### config.mk
export PLATFORM = sky130hd
export DESIGN_NAME = spfifo_stream_port
export DESIGN_NICKNAME = d
export VERILOG_FILES = /design/src/rtl/spfifo_pkg.sv /design/src/rtl/spfifo_out_buf.sv /design/src/rtl/spfifo_stream_port.sv
export SDC_FILE = /design/constraint.sdc
export NUM_CORES = 1
export LEC_CHECK = 0
export ABC_AREA = 1
export BUFFER_PORTS_ARGS = -buffer_cell sky130_fd_sc_hd__buf_4
export CAP_MARGIN = 10
export CORE_MARGIN = 2
export CORE_UTILIZATION = 50
export CTS_CLUSTER_DIAMETER = 30
export DETAILED_ROUTE_END_ITERATION = 16
export HOLD_SLACK_MARGIN = 0.05
export PLACE_DENSITY = 0.85
export SLEW_MARGIN = 10
export SYNTH_ARGS = -nofsm -noshare
export SYNTH_HDL_FRONTEND = slang
export SYNTH_HIERARCHICAL = 1
export SYNTH_SLANG_ARGS = --single-unit
### constraint.sdc
create_clock -name clk -period 2.4 [get_ports clk]
set_input_delay 0 -clock clk [delete_from_list [all_inputs] [get_ports clk]]
set_output_delay 0 -clock clk [all_outputs]
set_load 0.02 [all_outputs]
### src/rtl/spfifo_pkg.sv
// Shared types, sizes and grant decode for the single-port-RAM FIFO stream port.
package spfifo_pkg;

    // Output buffer depth and the counter wide enough to hold 0..OUT_DEPTH.
    localparam int unsigned OUT_DEPTH = 2;
    localparam int unsigned CNT_W     = 2;

    // Read-latency down-counter width; holds RD_LAT-1 for RD_LAT up to 3.
    localparam int unsigned LAT_W     = 2;

    typedef enum logic {
        W_IDLE = 1'b0,
        W_REQ  = 1'b1
    } wr_state_t;

    typedef enum logic [1:0] {
        R_IDLE = 2'd0,
        R_REQ  = 2'd1,
        R_WAIT = 2'd2
    } rd_state_t;

    // Controller granted a write this cycle.
    function automatic logic wr_grant(input logic en, input logic write_en);
        return en & write_en;
    endfunction

    // Controller granted a read this cycle.
    function automatic logic rd_grant(input logic en, input logic write_en);
        return en & ~write_en;
    endfunction

endpackage

### src/rtl/spfifo_out_buf.sv
// Two-entry output FIFO holding RAM read words until the consumer takes them.
module spfifo_out_buf
    import spfifo_pkg::*;
#(
    parameter int unsigned DATA_WIDTH = 8
) (
    input  logic                  clk,
    input  logic                  rst_n,
    input  logic                  push,
    input  logic [DATA_WIDTH-1:0] din,
    input  logic                  pop,
    output logic [DATA_WIDTH-1:0] dout,
    output logic [CNT_W-1:0]      cnt
);

    logic [DATA_WIDTH-1:0] mem [OUT_DEPTH];
    logic                  wr_ptr;
    logic                  rd_ptr;
    logic                  do_push;
    logic                  do_pop;

    // Pops of an empty buffer and pushes into a full one (without a pop) are ignored.
    assign do_pop  = pop & (cnt != '0);
    assign do_push = push & ((cnt != CNT_W'(OUT_DEPTH)) | do_pop);
    assign dout    = mem[rd_ptr];

    // Storage and pointers.
    always_ff @(posedge clk or negedge rst_n) begin
        if (!rst_n) begin
            for (int i = 0; i < int'(OUT_DEPTH); i++) begin
                mem[i] <= '0;
            end
            wr_ptr <= 1'b0;
            rd_ptr <= 1'b0;
        end else begin
            if (do_push) begin
                mem[wr_ptr] <= din;
                wr_ptr      <= ~wr_ptr;
            end
            if (do_pop) begin
                rd_ptr <= ~rd_ptr;
            end
        end
    end

    // Occupancy; simultaneous push and pop leave it unchanged.
    always_ff @(posedge clk or negedge rst_n) begin
        if (!rst_n) begin
            cnt <= '0;
        end else begin
            case ({do_push, do_pop})
                2'b10:   cnt <= cnt + CNT_W'(1);
                2'b01:   cnt <= cnt - CNT_W'(1);
                default: cnt <= cnt;
            endcase
        end
    end

endmodule

### src/rtl/spfifo_stream_port.sv
// Valid/ready stream front end that turns producer and consumer handshakes into
// single w_bit/r_bit requests for the single-port-RAM FIFO controller.
module spfifo_stream_port
    import spfifo_pkg::*;
#(
    parameter int unsigned DATA_WIDTH = 8,
    parameter int unsigned RD_LAT     = 1
) (
    input  logic                  clk,
    input  logic                  rst_n,
    input  logic                  s_valid,
    input  logic [DATA_WIDTH-1:0] s_data,
    output logic                  s_ready,
    output logic                  m_valid,
    output logic [DATA_WIDTH-1:0] m_data,
    input  logic                  m_ready,
    output logic                  w_bit,
    output logic                  r_bit,
    input  logic                  full,
    input  logic                  empty,
    input  logic                  en,
    input  logic                  write_en,
    output logic [DATA_WIDTH-1:0] ram_din,
    input  logic [DATA_WIDTH-1:0] ram_dout
);

    wr_state_t        w_state;
    rd_state_t        r_state;
    logic [LAT_W-1:0] lat_cnt;
    logic [CNT_W-1:0] buf_cnt;
    logic             wgnt;
    logic             rgnt;
    logic             push;
    logic             pop;

    // Grants are driven off the falling edge, so they are stable here.
    assign wgnt = wr_grant(en, write_en);
    assign rgnt = rd_grant(en, write_en);

    // Held low during reset; otherwise a function of write state and full only.
    assign s_ready = rst_n & (w_state == W_IDLE) & ~full;

    // Read word lands in the buffer on the last latency cycle.
    assign push = (r_state == R_WAIT) & (lat_cnt == '0);

    assign m_valid = (buf_cnt != '0);
    assign pop     = m_valid & m_ready;

    // Write FSM: capture one producer word, hold it on ram_din until granted.
    always_ff @(posedge clk or negedge rst_n) begin
        if (!rst_n) begin
            w_state <= W_IDLE;
            w_bit   <= 1'b0;
            ram_din <= '0;
        end else begin
            case (w_state)
                W_IDLE: begin
                    if (s_valid && s_ready) begin
                        ram_din <= s_data;
                        w_bit   <= 1'b1;
                        w_state <= W_REQ;
                    end
                end
                W_REQ: begin
                    if (wgnt) begin
                        w_bit   <= 1'b0;
                        w_state <= W_IDLE;
                    end
                end
                default: begin
                    w_bit   <= 1'b0;
                    w_state <= W_IDLE;
                end
            endcase
        end
    end

    // Read FSM: request only when the buffer has room for the word in flight,
    // then count out the RAM latency before pushing.
    always_ff @(posedge clk or negedge rst_n) begin
        if (!rst_n) begin
            r_state <= R_IDLE;
            r_bit   <= 1'b0;
            lat_cnt <= '0;
        end else begin
            case (r_state)
                R_IDLE: begin
                    if (!empty && (buf_cnt < CNT_W'(OUT_DEPTH))) begin
                        r_bit   <= 1'b1;
                        r_state <= R_REQ;
                    end
                end
                R_REQ: begin
                    if (rgnt) begin
                        r_bit   <= 1'b0;
                        lat_cnt <= LAT_W'(RD_LAT - 1);
                        r_state <= R_WAIT;
                    end else if (empty) begin
                        r_bit   <= 1'b0;
                        r_state <= R_IDLE;
                    end
                end
                R_WAIT: begin
                    if (lat_cnt == '0) begin
                        r_state <= R_IDLE;
                    end else begin
                        lat_cnt <= lat_cnt - LAT_W'(1);
                    end
                end
                default: begin
                    r_bit   <= 1'b0;
                    r_state <= R_IDLE;
                end
            endcase
        end
    end

    // Output buffer; head entry drives m_data.
    spfifo_out_buf #(
        .DATA_WIDTH(DATA_WIDTH)
    ) u_out_buf (
        .clk   (clk),
        .rst_n (rst_n),
        .push  (push),
        .din   (ram_dout),
        .pop   (pop),
        .dout  (m_data),
        .cnt   (buf_cnt)
    );

endmodule
==> summary.md <==
| Metric | Value |
|---|---|
| Final Hold Viols | `0` |
| Core Area | `3340 µm²` |
| # port buffers | `43` |
| Unrepaired setup endpoints after global routing | `false` |
| FF-to-FF path depth | `7` |
| Yosys cell types | `30` |
| Worst-path clk slew | `130 ps` |
| Worst VDD drop | `0.000593 V` |
| First-pass iteration count of the detailed router | `4` |
| Critical Path, Cell by Cell | `dlygate4sd3_1, buf_6, nand2_4, nor2_8, nand3_1, dlygate4sd3_1, nand2_1, dlygate4sd3_1` |
| GPL Wtd Cong | `0.788` |
| Die span in y | `63 µm` |
| Total GRT Usage | `0.261` |
| Worst EP arrival | `2510 ps` |
| Post-DP Area | `2080 µm²` |
| Pin count of the biggest net entering global routing | `37` |
| Final min period | `2210 ps` |
| Die ar. | `3970 µm²` |
| Clock Skews | `16.1 ps` |
| Post-DP HPWL | `2450 µm` |
| Fmax | `453 MHz` |
| Final WL | `4630 µm` |
| Crit. End Element | `register` |
| Clk buf depth | `2` |
| Outcome | `finished clean` |
| Synthesis-stage register bit count | `35` |
| Final core area utilization | `0.771` |
| Fin. max-slew vios | `0` |
| Routed Antenna Nets | `0` |
| Non-filler cells, final | `331` |
| Largest area contributor in the synthesized netlist | `dfrtp_1` |
| Cell leakage power | `1.35 nW` |
| Crit-path max FO | `36` |
| Layout cell share with drive strength beyond 1 | `0.235` |
| Most used cell along the critical path | `dlygate4sd3_1` |
| First-pass GRT wire length | `7880 µm` |
| Syn Nets | `224` |
| CP bufs+invs | `4` |
| CP Depth | `8` |
| Mapped cell area | `1740 µm²` |
| Root Buffer | `clkbuf_4` |
| Sink Count | `35` |
| Worst Hold Class | `in2async` |
| Ports | `44` |
| Initial Util | `0.522` |
| Avg Cell Area, Syn | `8.79 µm²` |
| Final Cell Area | `2570 µm²` |
| H-tree depth | `2` |
| Initial antenna violation count | `0` |
| Worst setup SP type | `input pin` |
| Final nets | `310` |
| Pwr per Cell Area | `1020 nW/µm²` |
| Vias in the first global route | `1678` |
| Final Cycle Share | `0.920` |
| Synth top area share | `0.503` |
| DR DRC count | `0` |
| CTS tree | `built` |
| Worst path max stage delay | `610 ps` |
| N_diodes | `0` |
| Max-slew headroom | `0.733` |
| Total negative slack | `0 ps` |
| DRC marker count from the first detailed-route iteration | `73` |
| Worst Tran Pin Value | `401 ps` |
| Num CTS Buffers | `5` |
| Post-synthesis sequential area ratio | `0.503` |
| Routed vias/inst | `4.91` |
| Synth warn | `6` |
| CP Class | `in2reg` |
| Area contributors post-synth | `dfrtp_1 (50%), nand2_1 (19%), nand4_1 (6.1%)` |
| Area grow syn2layout | `47.7%` |
| Num rows | `21` |
| Max_cap viols | `0` |
| Endpoints failing setup | `0` |
| CP top delay family | `buffers and inverters` |
| Via count | `1625` |
| DP Cell Count | `282` |
| Pwr Total | `2.62 mW` |
| Synth Instances | `198` |
| CP max stage cell | `dlygate4sd3_1` |
| Worst EP required | `2700 ps` |
| Avg WL per Cell | `14.0 µm` |
| Overflow after GRT | `0` |
| Clk_lat worst skew | `350 ps` |
| Die span in x | `63 µm` |
[kinds of logic (layout without fill, tap and decap cells)]
| group | Yosys count | count (layout) | share of synthesized area |
|---|---|---|---|
| mux | 1 | 1 | 0.00575 |
| fa+ha+maj | 2 | 2 | 0.0144 |
| simple gates | 130 | 130 | 0.361 |
| compound gates | 6 | 6 | 0.0302 |
| xor+xnor | 2 | 2 | 0.0101 |
| flops | 35 | 35 | 0.503 |
| buf+inv | 22 | 109 | 0.0755 |
[placed cells by master (no fill, tap or decap)]
master,synthesis,layout
inv_2,2,2
o21bai_1,2,2
nor3_2,0,1
nand3_4,3,3
ha_1,2,2
clkbuf_4,0,5
nand3b_1,1,1
nand2_1,88,88
nand2_4,2,2
a21oi_4,1,1
o21ai_0,1,1
clkinv_1,1,1
nor2_1,4,4
o21a_1,1,1
clkinv_4,0,1
buf_6,1,1
dlygate4sd3_1,0,41
xnor2_1,1,1
inv_1,12,12
o21ai_2,1,1
mux2i_1,1,1
xor2_1,1,1
nand2_2,1,1
nand3_1,10,10
bufinv_8,1,1
buf_4,1,43
dfrtp_1,35,35
clkinv_2,0,1
nor2_8,1,1
nand4_1,17,17
bufinv_16,0,1
or2_2,2,2
[worst paths after layout]
path	endpoint	from	slack, ps
max in group asynchronous	lat_cnt[1]$_DFFE_PN0P_	rst_n	2040
hold / removal	ram_din[0]$_DFFE_PN0P_	rst_n	90
hold reg to reg	u_out_buf/mem[12]$_DFFE_PN0P_	u_out_buf/mem[12]$_DFFE_PN0P_	480
setup reg to reg	ram_din[4]$_DFFE_PN0P_	w_state$_DFF_PN0_	240
min in group clk	u_out_buf/rd_ptr$_DFFE_PN0P_	m_ready	110
setup / recovery	ram_din[4]$_DFFE_PN0P_	rst_n	190
[power by group]
group / leakage (nW) / switching [mW] / internal, mW / total [mW]
Sequential: 0.440 / 0.200 / 0.805 / 1.00
Clock: 0.0452 / 0.215 / 0.219 / 0.434
Combinational: 0.870 / 0.658 / 0.526 / 1.18
Total: 1.35 / 1.07 / 1.55 / 2.62
[repair_timing]
action / 4_1_cts / 5_1_grt
resized for setup: 0 / 1
hold buffers: 41 / 0
setup endpoints to repair: 0 / 3
endpoints found under the hold margin: 64 / 0
setup buffers: 0 / 0
[synthesized netlist by cell type (all sizes together)]
cell    number
a21oi        1
or2          2
nor3         1
o21bai       2
nand3       13
nand2       91
clkinv       1
nand4       17
buf          5
nor2         5
dfrtp       35
xnor2        1
o21a         1
xor2         1
bufinv       1
mux2i        1
clkbuf       1
inv         14
nand3b       1
o21ai        2
ha           2
[per-layer routing]
metal  GRT usage  up-vias  routed length [µm]
met5           0        -                   0
met4      0.0667        0                  49
met3      0.0649        6                 213
met2       0.476       53                2480
met1       0.304      755                1880
li1            -      811                   -
[final cells by class]
type	instances	area (µm²)
clock inverters	3	43.8
clock buffers	5	37.5
repair buffers	85	744
inverters	16	73.8
multi-input cells	141	738
well taps	46	57.6
flip-flops and latches	35	876
fillers	251	766
[per-stage QoR]
| stage | hold WS (ps) | worst slack [ps] |
|---|---|---|
| after floorplan | -296 | 656 |
| after global placement | -14.9 | 690 |
| after detailed placement | -13.8 | 581 |
| after CTS | 97.4 | 203 |
| after global routing | 97.9 | 92.7 |
| final | 91.5 | 192 |
[worst reg2reg max path: cells and delay by family, from the launching register on]
family	cells	cell delay, ps
AND/OR/NAND/NOR	4	440
flip-flops	1	420
buffers and inverters	3	1240
[registers in the layout, indices dropped and copies added, names as in the netlist]
| register | flops |
|---|---|
| r_bit | 1 |
| w_bit | 1 |
| w_state | 1 |
| u_out_buf/cnt | 2 |
| u_out_buf/mem | 16 |
| lat_cnt | 2 |
| u_out_buf/rd_ptr | 1 |
| r_state | 2 |
| u_out_buf/wr_ptr | 1 |
| ram_din | 8 |
Note: power is estimated with default switching activity, not from simulation.
